<file path="config.mk">
export PLATFORM = sky130hd
export DESIGN_NAME = bsg_manycore_barrier_ctrl
export DESIGN_NICKNAME = d
export VERILOG_FILES = /design/src/rtl/bsg_manycore_pkg.sv /design/src/rtl/bsg_manycore_barrier_timer.sv /design/src/rtl/bsg_manycore_barrier_ctrl.sv
export SDC_FILE = /design/constraint.sdc
export NUM_CORES = 1
export LEC_CHECK = 0
export BUFFER_PORTS_ARGS = -buffer_cell sky130_fd_sc_hd__buf_4
export CAP_MARGIN = 25
export CORE_ASPECT_RATIO = 1.2
export CORE_MARGIN = 5
export CORE_UTILIZATION = 43
export CTS_BUF_LIST = sky130_fd_sc_hd__clkbuf_4 sky130_fd_sc_hd__clkbuf_8 sky130_fd_sc_hd__clkbuf_16
export CTS_CLUSTER_SIZE = 25
export DETAILED_ROUTE_END_ITERATION = 7
export PLACE_DENSITY = 0.74
export RECOVER_POWER = 25
export REMOVE_ABC_BUFFERS = 1
export SLEW_MARGIN = 20
export SYNTH_ARGS = -nofsm -noshare
export SYNTH_HDL_FRONTEND = slang
export SYNTH_SLANG_ARGS = --single-unit
</file>
<file path="constraint.sdc">
create_clock -name clk_i -period 1.35 [get_ports clk_i]
set_clock_uncertainty 0.15 [all_clocks]
set_input_delay 0.2025 -clock clk_i [delete_from_list [all_inputs] [get_ports clk_i]]
set_output_delay 0.2025 -clock clk_i [all_outputs]
set_load 0.005 [all_outputs]
</file>
<file path="src/rtl/bsg_manycore_pkg.sv">
// Shared types for the manycore tile barrier controller.
//
// Contents:
//   bsg_manycore_barrier_ctrl_state_e  controller states IDLE / WAIT / DONE
//   safe_clog2()                       clog2 that never returns less than 1
//   `BSG_MANYCORE_BARRIER_CFG_S_DECLARE(dirs, lg_dirs)
//       declares bsg_manycore_barrier_cfg_s, packed {dest, src_mask}, sized
//       by the caller. A package cannot take parameters, so the struct is
//       declared inside the user module through this macro.
//
// Optional feature macro used by the controller: BSG_MANYCORE_BARRIER_TIMEOUT_EN.

`ifndef BSG_MANYCORE_PKG_SV
`define BSG_MANYCORE_PKG_SV

`define BSG_MANYCORE_BARRIER_CFG_S_DECLARE(dirs_mp, lg_dirs_mp) \
    typedef struct packed { \
        logic [lg_dirs_mp-1:0] dest; \
        logic [dirs_mp-1:0]    src_mask; \
    } bsg_manycore_barrier_cfg_s;

package bsg_manycore_pkg;

    typedef enum logic [1:0] {
        IDLE = 2'd0,
        WAIT = 2'd1,
        DONE = 2'd2
    } bsg_manycore_barrier_ctrl_state_e;

    function automatic int safe_clog2(input int x);
        return (x <= 1) ? 1 : $clog2(x);
    endfunction

endpackage

`endif

</file>
<file path="src/rtl/bsg_manycore_barrier_timer.sv">
// Saturating wait timer with a sticky timeout flag.
//
// Only built when BSG_MANYCORE_BARRIER_TIMEOUT_EN is defined.
//
// Ports:
//   clk_i      clock
//   reset_n_i  asynchronous reset, active-low
//   clear_i    clear counter and flag (new barrier joined)
//   tick_i     count one waiting cycle
//   timeout_o  set when the counter reaches all-ones; held until clear/reset

`ifdef BSG_MANYCORE_BARRIER_TIMEOUT_EN
module bsg_manycore_barrier_timer #(
    parameter int width_p = 20
) (
    input  logic clk_i,
    input  logic reset_n_i,
    input  logic clear_i,
    input  logic tick_i,
    output logic timeout_o
);

    logic [width_p-1:0] count_r;
    logic               at_max;
    logic               one_below_max;

    assign at_max        = &count_r;
    assign one_below_max = (count_r == {{(width_p-1){1'b1}}, 1'b0});

    always_ff @(posedge clk_i or negedge reset_n_i) begin
        if (!reset_n_i) begin
            count_r   <= '0;
            timeout_o <= 1'b0;
        end else if (clear_i) begin
            count_r   <= '0;
            timeout_o <= 1'b0;
        end else if (tick_i && !at_max) begin
            count_r <= count_r + 1'b1;
            // Flag rises on the same edge the counter lands on all-ones.
            if (one_below_max) begin
                timeout_o <= 1'b1;
            end
        end
    end

endmodule
`endif

</file>
<file path="src/rtl/bsg_manycore_barrier_ctrl.sv">
// Per-tile barrier controller: holds the src mask / dest select for the
// tile's barrier node, turns a core join into a sense toggle on the P port,
// waits for the network sense to match and pulses done for one cycle.
//
// Optional feature: BSG_MANYCORE_BARRIER_TIMEOUT_EN adds a diagnostic wait
// timer driving timeout_o; without it timeout_o is tied 0.
//
// Handshakes: a transfer happens on a rising clock edge where both valid and
// ready are high; ready never depends on the same-channel valid, and valid
// may be raised or dropped freely by the core.
//
// Ports:
//   clk_i, reset_n_i   clock, asynchronous active-low reset
//   cfg_v_i/cfg_data_i/cfg_ready_o   config write {dest, src_mask}
//   join_v_i/join_ready_o            barrier join request
//   done_o             one-cycle pulse when the barrier completes
//   barrier_data_i     network sense from the barrier node P port
//   barrier_data_o     local sense to the barrier node P port
//   barrier_src_r_o    src mask to barrier node
//   barrier_dest_r_o   dest select to barrier node
//   barrier_count_o    completed-barrier count (wraps)
//   timeout_o          sticky wait-timeout flag
//   state_o            current controller state (debug)

module bsg_manycore_barrier_ctrl
    import bsg_manycore_pkg::*;
#(
    parameter int barrier_dirs_p  = 7,
    parameter int count_width_p   = 16,
    parameter int timeout_width_p = 20,
    localparam int barrier_lg_dirs_lp = safe_clog2(barrier_dirs_p + 1)
) (
    input  logic                                       clk_i,
    input  logic                                       reset_n_i,
    input  logic                                       cfg_v_i,
    input  logic [barrier_lg_dirs_lp+barrier_dirs_p-1:0] cfg_data_i,
    output logic                                       cfg_ready_o,
    input  logic                                       join_v_i,
    output logic                                       join_ready_o,
    output logic                                       done_o,
    input  logic                                       barrier_data_i,
    output logic                                       barrier_data_o,
    output logic [barrier_dirs_p-1:0]                  barrier_src_r_o,
    output logic [barrier_lg_dirs_lp-1:0]              barrier_dest_r_o,
    output logic [count_width_p-1:0]                   barrier_count_o,
    output logic                                       timeout_o,
    output bsg_manycore_barrier_ctrl_state_e           state_o
);

    `BSG_MANYCORE_BARRIER_CFG_S_DECLARE(barrier_dirs_p, barrier_lg_dirs_lp)

    bsg_manycore_barrier_ctrl_state_e state_r, state_next;
    bsg_manycore_barrier_cfg_s        cfg_in, cfg_r;

    logic                     idle_r;
    logic                     done_r;
    logic                     sense_r;
    logic                     cfg_valid_r;
    logic [count_width_p-1:0] count_r;
    logic                     cfg_accept;
    logic                     join_accept;

    assign cfg_in = cfg_data_i;

    // idle_r is a registered copy of "state is IDLE" that is 0 while in
    // reset, so both readies are low during reset and come up one edge
    // after release.
    assign cfg_ready_o  = idle_r;
    // A config write in the same cycle takes priority over a join.
    assign join_ready_o = idle_r & cfg_valid_r & ~cfg_v_i;

    assign cfg_accept  = cfg_v_i & cfg_ready_o;
    assign join_accept = join_v_i & join_ready_o;

    always_comb begin
        state_next = state_r;
        case (state_r)
            IDLE:    if (join_accept) state_next = WAIT;
            WAIT:    if (barrier_data_i == sense_r) state_next = DONE;
            DONE:    state_next = IDLE;
            default: state_next = IDLE;
        endcase
    end

    always_ff @(posedge clk_i or negedge reset_n_i) begin
        if (!reset_n_i) begin
            state_r     <= IDLE;
            idle_r      <= 1'b0;
            done_r      <= 1'b0;
            sense_r     <= 1'b0;
            cfg_valid_r <= 1'b0;
            cfg_r       <= '0;
            count_r     <= '0;
        end else begin
            state_r <= state_next;
            idle_r  <= (state_next == IDLE);
            done_r  <= (state_next == DONE);
            if (cfg_accept) begin
                cfg_r       <= cfg_in;
                cfg_valid_r <= 1'b1;
            end
            if (join_accept) begin
                sense_r <= ~sense_r;
            end
            if (state_r == DONE) begin
                count_r <= count_r + 1'b1;
            end
        end
    end

    assign done_o           = done_r;
    assign barrier_data_o   = sense_r;
    assign barrier_src_r_o  = cfg_r.src_mask;
    assign barrier_dest_r_o = cfg_r.dest;
    assign barrier_count_o  = count_r;
    assign state_o          = state_r;

`ifdef BSG_MANYCORE_BARRIER_TIMEOUT_EN
    bsg_manycore_barrier_timer #(
        .width_p(timeout_width_p)
    ) timer (
        .clk_i    (clk_i),
        .reset_n_i(reset_n_i),
        .clear_i  (join_accept),
        .tick_i   (state_r == WAIT),
        .timeout_o(timeout_o)
    );
`else
    localparam int unused_timeout_width_lp = timeout_width_p;
    assign timeout_o = 1'b0;
`endif

endmodule

</file>
Word level (Yosys, flattened, before mapping)
Index checks and enable logic that the tools add are counted.
Widths: inputs -> output; s select.
{"block": "word_totals", "regBits": 32, "latchBits": 0, "mem_bits_rw": 0, "mem_bits_ro": 0, "input_bits": 15, "elab_cells": 24, "n_memories": 0}
{"block": "classes", "n_addsub": 1, "mul": 0, "div_mod_pow": 0, "order_cmp": 0, "eq_ne": 4, "n_shift": 0, "muxes": 3, "bitwise": 6, "n_reduce_logical": 2}
{"op": "$add 16x1->16 const B", "n": 1}
{"op": "$and 1x1->1", "n": 4}
{"op": "$eq 2x2->1 const B", "n": 2}
{"op": "$logic_not 2->1", "n": 2}
{"op": "$mux 2", "n": 2}
{"op": "$pmux 2 s2", "n": 1}
{"op": "$eq 2x1->1 const B", "n": 1}
{"op": "$not 1->1", "n": 2}
{"op": "$eq 1x1->1", "n": 1}

Longest topological paths before layout
Gate-level depths: netlist of the first run.
{"block": "depth", "ltp_word": 6, "mapped_depth": 4, "ltp_nobuf": 4}

Worst setup path before layout of the first run
Ideal clock, no wire load.
{"block": "synth_path", "path_kind": "reg-to-reg", "from": "register state_r[0], in the netlist state_o[0]", "to": "register count_r[15], in the netlist barrier_count_o[15]", "setup_ps": 123, "t_arrival_ps": 1187, "required_ps": 1077, "path_slack_ps": -110, "stages_incl_launch_ff": 5, "synth_period_minus_slack_ps": 1460, "path_cell_list": "dfrtp_1 -> and4b_1 -> and4_4 -> nand4_1 -> xnor2_1"}
{"block": "synth_via", "elab_chain_len": 1}
{"element": "from (decl)", "line": "bsg_manycore_barrier_ctrl.sv:52", "rtl": "bsg_manycore_barrier_ctrl_state_e state_r, state_next;"}
{"element": "from (signal assigned)", "line": "bsg_manycore_barrier_ctrl.sv:95", "rtl": "state_r <= state_next;"}
{"element": "$eq 2x2->1", "line": "bsg_manycore_barrier_ctrl.sv:105", "rtl": "if (state_r == DONE) begin"}
{"element": "to (signal assigned)", "line": "bsg_manycore_barrier_ctrl.sv:106", "rtl": "count_r <= count_r + 1'b1;"}
{"element": "to (decl)", "line": "bsg_manycore_barrier_ctrl.sv:59", "rtl": "logic [count_width_p-1:0] count_r;"}
No other way between the ends.
A chain may end at the register's enable or synchronous reset.

Worst setup path in the final report of the first run
Same ends and word-level chain as after synthesis.

==> results of run 1 <==
## timing repair
action,4_1_cts,5_1_grt
pin swaps,3,7
gates resized for setup,13,28
hold endpoints to repair,42,0
hold buffers,11,0
setup buffers,9,7
endpoints found under the setup margin,23,36
cloned,0,1
## cell usage after synthesis (3+ instances only)
library cell	count	area share
sky130_fd_sc_hd__mux2_2	11	0.096
sky130_fd_sc_hd__xor2_1	3	0.020
sky130_fd_sc_hd__nand3_1	5	0.019
sky130_fd_sc_hd__nand2_1	7	0.020
sky130_fd_sc_hd__nand4_1	6	0.029
sky130_fd_sc_hd__xnor2_1	14	0.095
sky130_fd_sc_hd__dfrtp_1	32	0.62
sky130_fd_sc_hd__nor2_1	5	0.015
## power breakdown
group          switching (µW)  total [µW]  leakage, µW  internal [µW]
Combinational             552        1610     0.000687           1060
Clock                     317         529    0.0000315            212
Sequential                188        1410     0.000403           1220
## layout by cell type (no fill, tap or decap), types with 3 or more instances in the layout
cell type / instances
sky130_fd_sc_hd__dfrtp_1: 31
sky130_fd_sc_hd__mux2_4: 11
sky130_fd_sc_hd__nand3_1: 4
sky130_fd_sc_hd__xnor2_1: 14
sky130_fd_sc_hd__buf_6: 22
sky130_fd_sc_hd__dlygate4sd3_1: 11
sky130_fd_sc_hd__clkbuf_4: 6
sky130_fd_sc_hd__xor2_1: 3
sky130_fd_sc_hd__buf_4: 52
sky130_fd_sc_hd__nand4_1: 6
sky130_fd_sc_hd__nand2_1: 5
sky130_fd_sc_hd__nor2_1: 4
## metrics by stage
stage | setup WS (ns) | utilization
5_1_grt | -0.227 | 0.787
3_5_place_dp | -0.125 | 0.631
6_report | -0.177 | 0.787
2_1_floorplan | -0.110 | -
4_1_cts | -0.118 | 0.724
3_3_place_gp | -0.0745 | 0.631
## sequential cells by signal, summed over array words and instances, names as in the netlist
| name | count |
|---|---|
| done_o | 1 |
| cfg_valid_r | 1 |
| barrier_src_r_o | 7 |
| cfg_ready_o | 1 |
| barrier_data_o | 1 |
| barrier_dest_r_o | 3 |
| state_o | 2 |
| barrier_count_o | 16 |
## cell families after synthesis
| logic type | share of synthesized area |
|---|---|
| and+or+nand+nor | 0.135 |
| other | 0.00291 |
| muxes | 0.0961 |
| adders and majority gates | 0.00971 |
| buffers and inverters | 0.00971 |
| xor gates and xnor gates | 0.116 |
| AOI/OAI and AO/OA | 0.00971 |
| DFF | 0.621 |
## worst max-delay path by stage
stage,start,to
2_1_floorplan,state_o[0]$_DFF_PN0_,barrier_count_o[15]$_DFFE_PN0N_
3_3_place_gp,state_o[0]$_DFF_PN0_,barrier_count_o[15]$_DFFE_PN0N_
3_5_place_dp,state_o[0]$_DFF_PN0_,barrier_count_o[15]$_DFFE_PN0N_
4_1_cts,state_o[0]$_DFF_PN0_,barrier_count_o[8]$_DFFE_PN0N_
5_1_grt,state_o[0]$_DFF_PN0_,barrier_count_o[15]$_DFFE_PN0N_
6_report,state_o[0]$_DFF_PN0_,barrier_count_o[15]$_DFFE_PN0N_
## routing by layer
layer,GRT usage,up-vias
met5,0,-
met4,0.0690,0
met3,0.0663,10
met2,0.294,35
met1,0.197,564
li1,-,517
## layout make-up
class                           instances  area share
Clock buffer                            6      0.0202
Timing Repair Buffer                   88       0.358
Multi-Input combinational cell         63       0.242
Clock inverter                          1     0.00224
Sequential cell                        32       0.359
Tap cell                               34      0.0191
## worst min-delay path: cells and delay by family
kind	cells	cell delay [ns]
buffers and inverters	1	0.08
and+or+nand+nor	2	0.12
xor gates and xnor gates	1	0.07
==> impl_metrics.prom, run 1 <==
# TYPE chip_impl_metric gauge
chip_impl_metric{name="max_slew.worst_pin.slew",unit="ns"} 0.790
chip_impl_metric{name="ys_types",unit=""} 22
chip_impl_metric{name="gp_congestion",unit=""} 0.777
chip_impl_metric{name="yosysWarningCount",unit=""} 0
chip_impl_metric{name="hold_viol",unit=""} 0
chip_impl_metric{name="totalWireLength",unit="µm"} 3730
chip_impl_metric{name="grt_usage",unit=""} 0.176
chip_impl_metric{name="final_critical_path_setup_slack",unit="ns"} -0.177
chip_impl_metric{name="finish.net_count",unit=""} 206
chip_impl_info{name="run_status",value="finished, violations left"} 1
chip_impl_info{name="timing.critical_path.cells",value="and4b_2 -> and4_4 -> nand4_1 -> xnor2_1"} 1
chip_impl_info{name="failed_checks",value="setup timing"} 1
chip_impl_metric{name="rrSetupSlack",unit="ns"} -0.18
chip_impl_metric{name="leakage",unit="µW"} 0.00112
chip_impl_info{name="type_of_the_worst_min_delay_path",value="input pin to flip-flop"} 1
chip_impl_metric{name="multiInputGateArea",unit="µm²"} 539
chip_impl_metric{name="cp_max_fo",unit=""} 4
chip_impl_info{name="cts_tree",value="built"} 1
chip_impl_metric{name="port-buffer-count",unit=""} 46
chip_impl_info{name="setup_crit_end_kind",value="flip-flop"} 1
chip_impl_metric{name="drive_above_1_share",unit=""} 0.547
chip_impl_metric{name="final_period_minus_worst_setup_slack",unit="ns"} 1.53
chip_impl_metric{name="maxSlewViolCount",unit=""} 0
chip_impl_metric{name="stdcell_area",unit="µm²"} 2230
chip_impl_metric{name="postSynth.asyncResetShare",unit=""} 1.00
chip_impl_metric{name="power.density_cell_area",unit="nW/µm²"} 1590
chip_impl_metric{name="hold_depth",unit=""} 4
chip_impl_metric{name="maximum_operating_frequency",unit="MHz"} 655
chip_impl_metric{name="timing.critical_path.arrival",unit="ns"} 1.61
chip_impl_metric{name="ctsHtreeMaxLevel",unit=""} 2
chip_impl_metric{name="fp.dieH",unit="µm"} 70.0
chip_impl_metric{name="detailedRoute.firstPassIterationCount",unit=""} 6
chip_impl_info{name="critPathKind",value="flip-flop to flip-flop"} 1
chip_impl_metric{name="boundaryPins",unit=""} 48
chip_impl_metric{name="routed-via-count",unit=""} 1126
chip_impl_metric{name="dieArea",unit="µm²"} 4200
chip_impl_metric{name="power",unit="µW"} 3550
chip_impl_metric{name="post_synth_inst_count",unit=""} 97
chip_impl_info{name="rr_startpoint",value="state_o[0]$_DFF_PN0_"} 1
chip_impl_metric{name="vdd_ir_drop_max",unit="V"} 0.00135
chip_impl_metric{name="ys_seq_elements",unit=""} 32
chip_impl_metric{name="highest_cell_delay_on_the_worst_timing_path",unit="ns"} 0.38
chip_impl_metric{name="synth-seq-area-share",unit=""} 0.621
chip_impl_metric{name="post_placement_cell_area",unit="µm²"} 1790
chip_impl_metric{name="final_total_negative_setup_slack",unit="ns"} -1.30
chip_impl_metric{name="clock_insertion_delay_worst_skew",unit="ns"} 0.34
chip_impl_metric{name="insertedDiodeCount",unit=""} 0
chip_impl_metric{name="wl_met2",unit="µm"} 1990
chip_impl_info{name="cp_top_family",value="simple AND/OR/NAND/NOR gates"} 1
chip_impl_metric{name="grt_first_pass_wirelength",unit="µm"} 5490
chip_impl_metric{name="clkSlewWorstSetupHoldPaths",unit="ns"} 0.10
chip_impl_metric{name="flow.area_growth_from_synthesis",unit="%"} 73.2
chip_impl_metric{name="synth-edff-count",unit=""} 0
chip_impl_metric{name="ff_latch_area",unit="µm²"} 802
chip_impl_metric{name="maxSlewHeadroom",unit=""} 0.473
chip_impl_info{name="min_delay_worst_endpoint",value="state_o[1]$_DFF_PN0_"} 1
chip_impl_metric{name="place_hpwl",unit="µm"} 2180
chip_impl_metric{name="grt_start_max_net_pins",unit=""} 33
chip_impl_metric{name="finalSetupViolCount",unit=""} 14
chip_impl_metric{name="tritoncts.num_buffers",unit=""} 5
chip_impl_metric{name="grt_antenna_before_repair",unit=""} 0
chip_impl_metric{name="floorplan.rows",unit=""} 21
chip_impl_info{name="unrepaired_setup_endpoints_after_global_routing",value="yes"} 1
chip_impl_metric{name="worstRegToRegCells",unit=""} 4
chip_impl_info{name="topRoutingLayerUsed",value="met4"} 1
chip_impl_metric{name="final.period_utilization",unit=""} 1.13
chip_impl_metric{name="fill_cell_count",unit=""} 158
chip_impl_metric{name="worst_hold_slack",unit="ns"} 0.0149
chip_impl_metric{name="die_width",unit="µm"} 60.0
chip_impl_metric{name="route.layer.met1.wl",unit="µm"} 1450
chip_impl_metric{name="core_region_area",unit="µm²"} 2840
chip_impl_metric{name="grt_pass1_vias",unit=""} 1123
chip_impl_info{name="cpMaxStageDelayCell",value="sky130_fd_sc_hd__dfrtp_1"} 1
chip_impl_metric{name="path_depth",unit=""} 4
chip_impl_metric{name="clock-sinks",unit=""} 32
chip_impl_metric{name="max_cap_viol_count",unit=""} 0
chip_impl_metric{name="iteration_0_drc_markers",unit=""} 29
chip_impl_info{name="dominantRegCellSynth",value="sky130_fd_sc_hd__dfrtp_1"} 1
chip_impl_metric{name="worst_ep_required_time",unit="ns"} 1.43
chip_impl_metric{name="placed_cells_incl_taps",unit=""} 190
chip_impl_metric{name="crit_buf_inv",unit=""} 0
chip_impl_metric{name="total_drc_errors_in_the_routed_layout",unit=""} 0
chip_impl_info{name="crit-reg2reg-capture",value="barrier_count_o[15]$_DFFE_PN0N_"} 1
chip_impl_info{name="cts.root.buffer_cell",value="sky130_fd_sc_hd__clkbuf_4"} 1
chip_impl_metric{name="postRouteAntennaNets",unit=""} 0
chip_impl_metric{name="post_drt_wl_per_cell",unit="µm"} 16.6
chip_impl_metric{name="synthesis.area",unit="µm²"} 1290
chip_impl_info{name="cp_launch_type",value="flip-flop"} 1
chip_impl_metric{name="max-clock-path-buffers",unit=""} 2
chip_impl_metric{name="grt_overflow_total",unit=""} 0
chip_impl_metric{name="post_layout_nonfiller_instances",unit=""} 224
chip_impl_metric{name="met3_length",unit="µm"} 154
chip_impl_info{name="hold_path.startpoint",value="barrier_data_i"} 1
chip_impl_metric{name="initial_utilization",unit=""} 0.454
chip_impl_metric{name="mean_syn_cell_area",unit="µm²"} 13.3
chip_impl_metric{name="detail_route.vias_per_cell",unit=""} 5.03
Power figures use the tool's default switching activity.
==> run 2, diff against run 1 <==
Settings changed: CORE_UTILIZATION 43 to 40, PLACE_DENSITY 0.74 to 0.7, SKIP_LAST_GASP set to 1.
==> run 2 against run 1 <==
Net effect:
- the flow still finishes with violations (setup timing)
- cell area up 4.6%
- die area increased by 6.3%
- power grew 5.3%
- clock power is 39% higher
==> impl_metrics.prom, run 2 (synthesis gave the netlist of run 1 again) <==
# TYPE chip_impl_metric gauge
chip_impl_metric{name="max_slew.worst_pin.slew",unit="ns"} 0.770
chip_impl_metric{name="worst_ep_required_time",unit="ns"} 1.43
chip_impl_metric{name="floorplan.rows",unit=""} 22
chip_impl_metric{name="largest_reg_flops",unit=""} 16
chip_impl_metric{name="grt_start_max_net_pins",unit=""} 33
chip_impl_metric{name="drive_above_1_share",unit=""} 0.609
chip_impl_info{name="mostFrequentLayoutCell",value="sky130_fd_sc_hd__buf_4"} 1
chip_impl_metric{name="timing.critical_path.arrival",unit="ns"} 1.59
chip_impl_metric{name="maxSlewViolCount",unit=""} 0
chip_impl_info{name="cts.root.buffer_cell",value="sky130_fd_sc_hd__clkbuf_4"} 1
chip_impl_info{name="cpMaxStageDelayCell",value="sky130_fd_sc_hd__dfrtp_1"} 1
chip_impl_metric{name="total_drc_errors_in_the_routed_layout",unit=""} 0
chip_impl_info{name="unrepaired_setup_endpoints_after_global_routing",value="yes"} 1
chip_impl_metric{name="final_critical_path_setup_slack",unit="ns"} -0.157
chip_impl_metric{name="iteration_0_drc_markers",unit=""} 45
chip_impl_info{name="failed_checks",value="setup timing"} 1
chip_impl_metric{name="hold_viol",unit=""} 0
chip_impl_metric{name="grt_overflow_total",unit=""} 0
chip_impl_metric{name="clock-sinks",unit=""} 32
chip_impl_metric{name="gp_congestion",unit=""} 0.747
chip_impl_metric{name="finish.net_count",unit=""} 212
chip_impl_metric{name="detail_route.vias_per_cell",unit=""} 4.85
chip_impl_metric{name="worstRegToRegCells",unit=""} 4
chip_impl_metric{name="core_region_area",unit="µm²"} 3080
chip_impl_metric{name="initial_utilization",unit=""} 0.418
chip_impl_metric{name="detailedRoute.firstPassIterationCount",unit=""} 4
chip_impl_metric{name="postRouteAntennaNets",unit=""} 0
chip_impl_info{name="cts_tree",value="built"} 1
chip_impl_info{name="commonest_cells_after_routing_fill_and_taps_aside",value="57 x sky130_fd_sc_hd__buf_4, 31 x sky130_fd_sc_hd__dfrtp_1, 24 x sky130_fd_sc_hd__buf_6"} 1
chip_impl_metric{name="leakage",unit="µW"} 0.00118
chip_impl_metric{name="routed-via-count",unit=""} 1130
chip_impl_metric{name="place_hpwl",unit="µm"} 2220
chip_impl_metric{name="final.period_utilization",unit=""} 1.12
chip_impl_info{name="cp_launch_type",value="flip-flop"} 1
chip_impl_metric{name="post_placement_cell_area",unit="µm²"} 1790
chip_impl_info{name="type_of_the_worst_min_delay_path",value="input pin to flip-flop"} 1
chip_impl_metric{name="grt_usage",unit=""} 0.170
chip_impl_metric{name="maxSlewHeadroom",unit=""} 0.487
chip_impl_metric{name="post_drt_wl_per_cell",unit="µm"} 16.4
chip_impl_metric{name="grt_first_pass_wirelength",unit="µm"} 5390
chip_impl_metric{name="flow.area_growth_from_synthesis",unit="%"} 81.2
chip_impl_metric{name="fp.dieH",unit="µm"} 72.2
chip_impl_metric{name="finalSetupViolCount",unit=""} 14
chip_impl_metric{name="power.density_cell_area",unit="nW/µm²"} 1600
chip_impl_metric{name="totalWireLength",unit="µm"} 3810
chip_impl_metric{name="final_period_minus_worst_setup_slack",unit="ns"} 1.51
chip_impl_metric{name="dieArea",unit="µm²"} 4460
chip_impl_metric{name="max_cap_viol_count",unit=""} 0
chip_impl_metric{name="hold_depth",unit=""} 4
chip_impl_metric{name="tritoncts.num_buffers",unit=""} 5
chip_impl_info{name="setup_crit_end_kind",value="flip-flop"} 1
chip_impl_metric{name="final_total_negative_setup_slack",unit="ns"} -1.29
chip_impl_metric{name="cp_max_fo",unit=""} 4
chip_impl_metric{name="insertedDiodeCount",unit=""} 0
chip_impl_metric{name="highest_cell_delay_on_the_worst_timing_path",unit="ns"} 0.39
chip_impl_metric{name="boundaryPins",unit=""} 48
chip_impl_metric{name="grt_antenna_before_repair",unit=""} 0
chip_impl_metric{name="max-clock-path-buffers",unit=""} 2
chip_impl_metric{name="ctsHtreeMaxLevel",unit=""} 2
chip_impl_metric{name="vdd_ir_drop_max",unit="V"} 0.00140
chip_impl_metric{name="grt_pass1_vias",unit=""} 1155
chip_impl_info{name="critPathKind",value="flip-flop to flip-flop"} 1
chip_impl_metric{name="stdcell_area",unit="µm²"} 2330
chip_impl_metric{name="clock_insertion_delay_worst_skew",unit="ns"} 0.33
chip_impl_metric{name="port-buffer-count",unit=""} 46
chip_impl_metric{name="clkSlewWorstSetupHoldPaths",unit="ns"} 0.10
chip_impl_info{name="run_status",value="finished, violations left"} 1
chip_impl_metric{name="die_width",unit="µm"} 61.8
chip_impl_metric{name="maximum_operating_frequency",unit="MHz"} 664
chip_impl_info{name="timing.critical_path.cells",value="and4b_2 -> and4_4 -> nand4_1 -> xnor2_1"} 1
[run 2: cell types whose count changed in the layout (fill, tap and decap cells not counted), sizes merged]
cell,change
bufinv,+1
buf,+7
clkbuf,-1
[run 2: timing repair]
item / CTS / global route
pin swaps: 4 / 13
buffers inserted: 9 / 13
endpoints found under the setup margin: 22 / 40
hold endpoints to repair: 42 / 0
gates resized for setup: 14 / 37
hold buffers: 11 / 0
[run 2: path summary, 6_finish.rpt]
| kind | slack [ns] | from | endpoint |
|---|---|---|---|
| hold / removal | 0.02 | barrier_data_i | done_o$_DFF_PN0_ |
| setup reg to reg | -0.16 | state_o[0]$_DFF_PN0_ | barrier_count_o[15]$_DFFE_PN0N_ |
| min in group asynchronous | 0.38 | reset_n_i | barrier_count_o[13]$_DFFE_PN0N_ |
| hold reg to reg | 0.35 | barrier_count_o[15]$_DFFE_PN0N_ | barrier_count_o[15]$_DFFE_PN0N_ |
| max in group asynchronous | 0.14 | reset_n_i | barrier_count_o[4]$_DFFE_PN0N_ |
| setup / recovery | -0.16 | state_o[0]$_DFF_PN0_ | barrier_count_o[15]$_DFFE_PN0N_ |
[run 2: power by group]
| group | leakage, µW | internal (µW) | switching (µW) | total (µW) |
|---|---|---|---|---|
| sequential | 0.000403 | 1220 | 188 | 1410 |
| clock | 0.0000456 | 408 | 325 | 733 |
| combinational | 0.000734 | 1050 | 544 | 1590 |
| total | 0.00118 | 2680 | 1060 | 3740 |
[run 2: area by class of cell]
| type | count | area, µm² |
|---|---|---|
| multi-input cells | 63 | 579 |
| well taps | 36 | 45.0 |
| repair buffers | 94 | 828 |
| clock inverters | 2 | 35.0 |
| fillers | 183 | 748 |
| flip-flops and latches | 32 | 802 |
| clock buffers | 6 | 45.0 |
[run 2: metrics by stage]
stage	total power (µW)	utilization	std cells	hold slack, ns	setup WS (ns)
2_1_floorplan	1810	-	95	-0.243	-0.110
3_3_place_gp	2540	0.582	194	0.000132	-0.0721
3_5_place_dp	2600	0.582	194	0.0102	-0.125
4_1_cts	3510	0.683	222	0.0111	-0.127
5_1_grt	3950	0.757	233	0.0157	-0.227
6_report	3740	0.757	233	0.0196	-0.157
[run 2: per-layer routing]
layer / up-vias / share of wire / global-route usage
li1: 531 / - / -
met4: 0 / 0.020 / 0.0778
met3: 9 / 0.047 / 0.0498
met5: - / 0 / 0
met2: 30 / 0.55 / 0.311
met1: 560 / 0.38 / 0.168
[run 2: worst max-delay path: cells and delay by family, from the launching register on]
family        cells  cell delay (ns)
flops             1             0.39
xor+xnor          1             0.15
simple gates      3             0.70
==> run 3, diff against run 2 <==
Settings changed: ABC_AREA set to 1, CAP_MARGIN 25 to 10, PLACE_DENSITY 0.7 to 0.68.
==> run 3 against run 2 <==
Net effect:
- count of clock-buffer cells in the layout fell by 1
- largest power group is now registers
- the run still ends with setup timing left
- via count is 14% higher
- synthesized cell count up 56%
- cell area decreased by 1.5%
- sequential share of layout area is 0.47 points higher
- combinational power is 23% lower
==> impl_metrics.prom, run 3 <==
# TYPE chip_impl_metric gauge
chip_impl_info{name="run_status",value="finished, violations left"} 1
chip_impl_info{name="failed_checks",value="setup timing"} 1
chip_impl_metric{name="place_hpwl",unit="µm"} 2620
chip_impl_info{name="synth.largest_area_cell",value="sky130_fd_sc_hd__dfrtp_1"} 1
chip_impl_metric{name="insertedDiodeCount",unit=""} 0
chip_impl_info{name="hold_path.startpoint",value="cfg_data_i[8]"} 1
chip_impl_metric{name="maximum_operating_frequency",unit="MHz"} 694
chip_impl_info{name="dominantRegCellSynth",value="sky130_fd_sc_hd__dfrtp_1"} 1
chip_impl_metric{name="final_period_minus_worst_setup_slack",unit="ns"} 1.44
chip_impl_metric{name="timing.critical_path.arrival",unit="ns"} 1.09
chip_impl_metric{name="hold_viol",unit=""} 0
chip_impl_metric{name="finish.net_count",unit=""} 252
chip_impl_metric{name="fill_cell_count",unit=""} 298
chip_impl_info{name="rr_startpoint",value="barrier_count_o[0]$_DFFE_PN0N_"} 1
chip_impl_metric{name="largest_reg_flops",unit=""} 16
chip_impl_metric{name="post_layout_nonfiller_instances",unit=""} 276
chip_impl_metric{name="grt_antenna_before_repair",unit=""} 0
chip_impl_metric{name="worst_hold_slack",unit="ns"} 0.0142
chip_impl_metric{name="postLayoutCoreUtil",unit=""} 0.644
chip_impl_metric{name="final_total_negative_setup_slack",unit="ns"} -0.356
chip_impl_info{name="timing.critical_path.cells",value="buf_4 -> buf_4 -> buf_4"} 1
chip_impl_metric{name="grt_start_max_net_pins",unit=""} 33
chip_impl_info{name="unrepaired_setup_endpoints_after_global_routing",value="yes"} 1
chip_impl_info{name="crit_top_cell",value="sky130_fd_sc_hd__buf_4"} 1
chip_impl_metric{name="finalSetupViolCount",unit=""} 8
chip_impl_metric{name="tritoncts.num_buffers",unit=""} 5
chip_impl_metric{name="power",unit="µW"} 3340
chip_impl_info{name="mostFrequentLayoutCell",value="sky130_fd_sc_hd__buf_4"} 1
chip_impl_metric{name="synth-edff-count",unit=""} 0
chip_impl_metric{name="synth_top_cell_area_share",unit=""} 0.550
chip_impl_metric{name="grt_pass1_vias",unit=""} 1374
chip_impl_metric{name="ctsHtreeMaxLevel",unit=""} 2
chip_impl_metric{name="boundaryPins",unit=""} 48
chip_impl_metric{name="clock_insertion_delay_worst_skew",unit="ns"} 0.29
chip_impl_metric{name="crit_buf_inv",unit=""} 3
chip_impl_metric{name="drive_above_1_share",unit=""} 0.464
chip_impl_metric{name="worstRegToRegCells",unit=""} 7
chip_impl_metric{name="max_cap_viol_count",unit=""} 0
chip_impl_metric{name="rrSetupSlack",unit="ns"} -0.07
chip_impl_info{name="critPathKind",value="flip-flop to output pin"} 1
chip_impl_metric{name="mean_syn_cell_area",unit="µm²"} 9.64
chip_impl_metric{name="final_critical_path_setup_slack",unit="ns"} -0.0910
chip_impl_metric{name="grt_overflow_total",unit=""} 0
chip_impl_metric{name="grt_usage",unit=""} 0.158
chip_impl_metric{name="final.period_utilization",unit=""} 1.07
chip_impl_info{name="netlist_top_cells_area",value="sky130_fd_sc_hd__dfrtp_1 55%, sky130_fd_sc_hd__nand2_1 9.5%, sky130_fd_sc_hd__mux2_2 7.7%, sky130_fd_sc_hd__inv_1 4.9%, sky130_fd_sc_hd__xor2_1 4.8%"} 1
chip_impl_metric{name="hold_depth",unit=""} 2
chip_impl_metric{name="postRouteAntennaNets",unit=""} 0
chip_impl_metric{name="synth-seq-area-share",unit=""} 0.550
chip_impl_metric{name="maxSlewHeadroom",unit=""} 0.532
chip_impl_info{name="cpMaxStageDelayCell",value="sky130_fd_sc_hd__dfrtp_1"} 1
chip_impl_info{name="crit-reg2reg-capture",value="barrier_count_o[12]$_DFFE_PN0N_"} 1
chip_impl_metric{name="power.density_cell_area",unit="nW/µm²"} 1450
chip_impl_info{name="setup_crit_end_kind",value="output pin"} 1
chip_impl_metric{name="max-clock-path-buffers",unit=""} 2
chip_impl_metric{name="flow.area_growth_from_synthesis",unit="%"} 58.0
chip_impl_metric{name="floorplan.rows",unit=""} 24
chip_impl_metric{name="initial_utilization",unit=""} 0.407
chip_impl_metric{name="synthesis.area",unit="µm²"} 1460
chip_impl_info{name="ys_top_cells_by_count",value="37 x sky130_fd_sc_hd__nand2_1, 32 x sky130_fd_sc_hd__dfrtp_1, 19 x sky130_fd_sc_hd__inv_1"} 1
chip_impl_metric{name="port-buffer-count",unit=""} 46
chip_impl_info{name="cp_top_family",value="buffers and inverters"} 1
chip_impl_metric{name="die_width",unit="µm"} 65.1
chip_impl_metric{name="max_slew.worst_pin.slew",unit="ns"} 0.702
chip_impl_metric{name="grt_first_pass_wirelength",unit="µm"} 6110
chip_impl_metric{name="post_synth_inst_count",unit=""} 151
chip_impl_metric{name="routed-via-count",unit=""} 1290
chip_impl_info{name="cts.root.buffer_cell",value="sky130_fd_sc_hd__clkbuf_8"} 1
chip_impl_info{name="cts_tree",value="built"} 1
chip_impl_metric{name="total_drc_errors_in_the_routed_layout",unit=""} 0
chip_impl_metric{name="postSynth.asyncResetShare",unit=""} 1.00
chip_impl_metric{name="worst_ep_required_time",unit="ns"} 1.00
chip_impl_metric{name="maxSlewViolCount",unit=""} 0
chip_impl_metric{name="fp.dieH",unit="µm"} 76.1
chip_impl_metric{name="ys_seq_elements",unit=""} 32
chip_impl_metric{name="post_drt_wl_per_cell",unit="µm"} 13.6
chip_impl_metric{name="dieArea",unit="µm²"} 4950
chip_impl_metric{name="cp_max_fo",unit=""} 3
chip_impl_metric{name="totalWireLength",unit="µm"} 3750
chip_impl_metric{name="clock-sinks",unit=""} 32
chip_impl_info{name="yosysMostFrequentCell",value="sky130_fd_sc_hd__nand2_1"} 1
chip_impl_metric{name="placed_cells_incl_taps",unit=""} 245
chip_impl_metric{name="yosysWarningCount",unit=""} 0
chip_impl_metric{name="gp_congestion",unit=""} 0.829
chip_impl_metric{name="core_region_area",unit="µm²"} 3570
chip_impl_metric{name="detailedRoute.firstPassIterationCount",unit=""} 4
chip_impl_metric{name="leakage",unit="µW"} 0.00118
chip_impl_metric{name="vdd_ir_drop_max",unit="V"} 0.00142
chip_impl_info{name="min_delay_worst_endpoint",value="barrier_dest_r_o[1]$_DFFE_PN0P_"} 1
chip_impl_metric{name="detail_route.vias_per_cell",unit=""} 4.67
chip_impl_info{name="commonest_cells_after_routing_fill_and_taps_aside",value="60 x sky130_fd_sc_hd__buf_4, 32 x sky130_fd_sc_hd__nand2_1, 32 x sky130_fd_sc_hd__dfrtp_1"} 1
chip_impl_metric{name="clkSlewWorstSetupHoldPaths",unit="ns"} 0.08
chip_impl_metric{name="iteration_0_drc_markers",unit=""} 29
chip_impl_info{name="type_of_the_worst_min_delay_path",value="input pin to flip-flop"} 1
chip_impl_metric{name="ys_types",unit=""} 20
chip_impl_info{name="cp_launch_type",value="flip-flop"} 1
chip_impl_metric{name="highest_cell_delay_on_the_worst_timing_path",unit="ns"} 0.40
==> run 3: cells by family after synthesis <==
logic type      count (synthesis)  synth area share
fa+ha+maj                       1           0.00860
xor+xnor                       12            0.0722
compound gates                  1           0.00430
flops                          32             0.550
mux                            10            0.0774
simple gates                   72             0.224
buf+inv                        22            0.0602
other cells                     1           0.00258
==> run 3: worst register-to-register path: cells and delay by family (launching register included) <==
family | cells | cell delay [ns]
simple gates | 5 | 0.55
flops | 1 | 0.40
fa+ha+maj | 1 | 0.21
buf+inv | 1 | 0.04
==> run 3: timing repair <==
action                     CTS  global route
hold endpoints to repair    41             0
setup endpoints to repair    8            17
buffers inserted             4             9
pin swaps                    1             8
resized for setup            1            24
hold buffers                10             0
==> run 3: power by group <==
group          switching, µW  internal (µW)
clock network            395            365
logic                    483            739
registers                171           1190
total                   1050           2290
==> run 3: worst max-delay path by stage <==
stage                                   startpoint                               to  slack [ns]  depth (start not counted)
floorplan           barrier_count_o[1]$_DFFE_PN0N_   barrier_count_o[8]$_DFFE_PN0N_      -0.005                          6
global placement    barrier_count_o[0]$_DFFE_PN0N_  barrier_count_o[14]$_DFFE_PN0N_      -0.004                          8
detailed placement  barrier_count_o[0]$_DFFE_PN0N_  barrier_count_o[14]$_DFFE_PN0N_       -0.05                          8
CTS                 barrier_count_o[1]$_DFFE_PN0N_  barrier_count_o[14]$_DFFE_PN0N_       -0.06                          8
global route        barrier_count_o[0]$_DFFE_PN0N_  barrier_count_o[12]$_DFFE_PN0N_       -0.15                          7
finish              barrier_count_o[1]$_DFFE_PN0N_               barrier_count_o[1]       -0.09                          3
==> run 3: layout make-up <==
type                    count  area (µm²)  area share
flip-flops and latches     32         801       0.348
inverters                  20        77.6      0.0337
well taps                  39        48.8      0.0212
multi-input cells          97         614       0.267
clock inverters             3        23.8      0.0103
clock buffers               5        68.8      0.0299
repair buffers             80         666       0.289
==> run 3: routing by layer <==
metal / wire, µm / up-vias / GRT usage
met2: 2020 / 41 / 0.284
met1: 1410 / 607 / 0.167
met4: 40 / 0 / 0.0436
li1: - / 636 / -
met5: 0 / - / 0
met3: 280 / 6 / 0.0634
==> run 3: metrics by stage <==
stage	cell area (µm²)	setup WS (ns)
after detailed placement	1930	-0.0494
final	2300	-0.0910
after global placement	1930	-0.00400
after CTS	2160	-0.0614
after floorplan	1440	-0.00510
after global routing	2300	-0.146
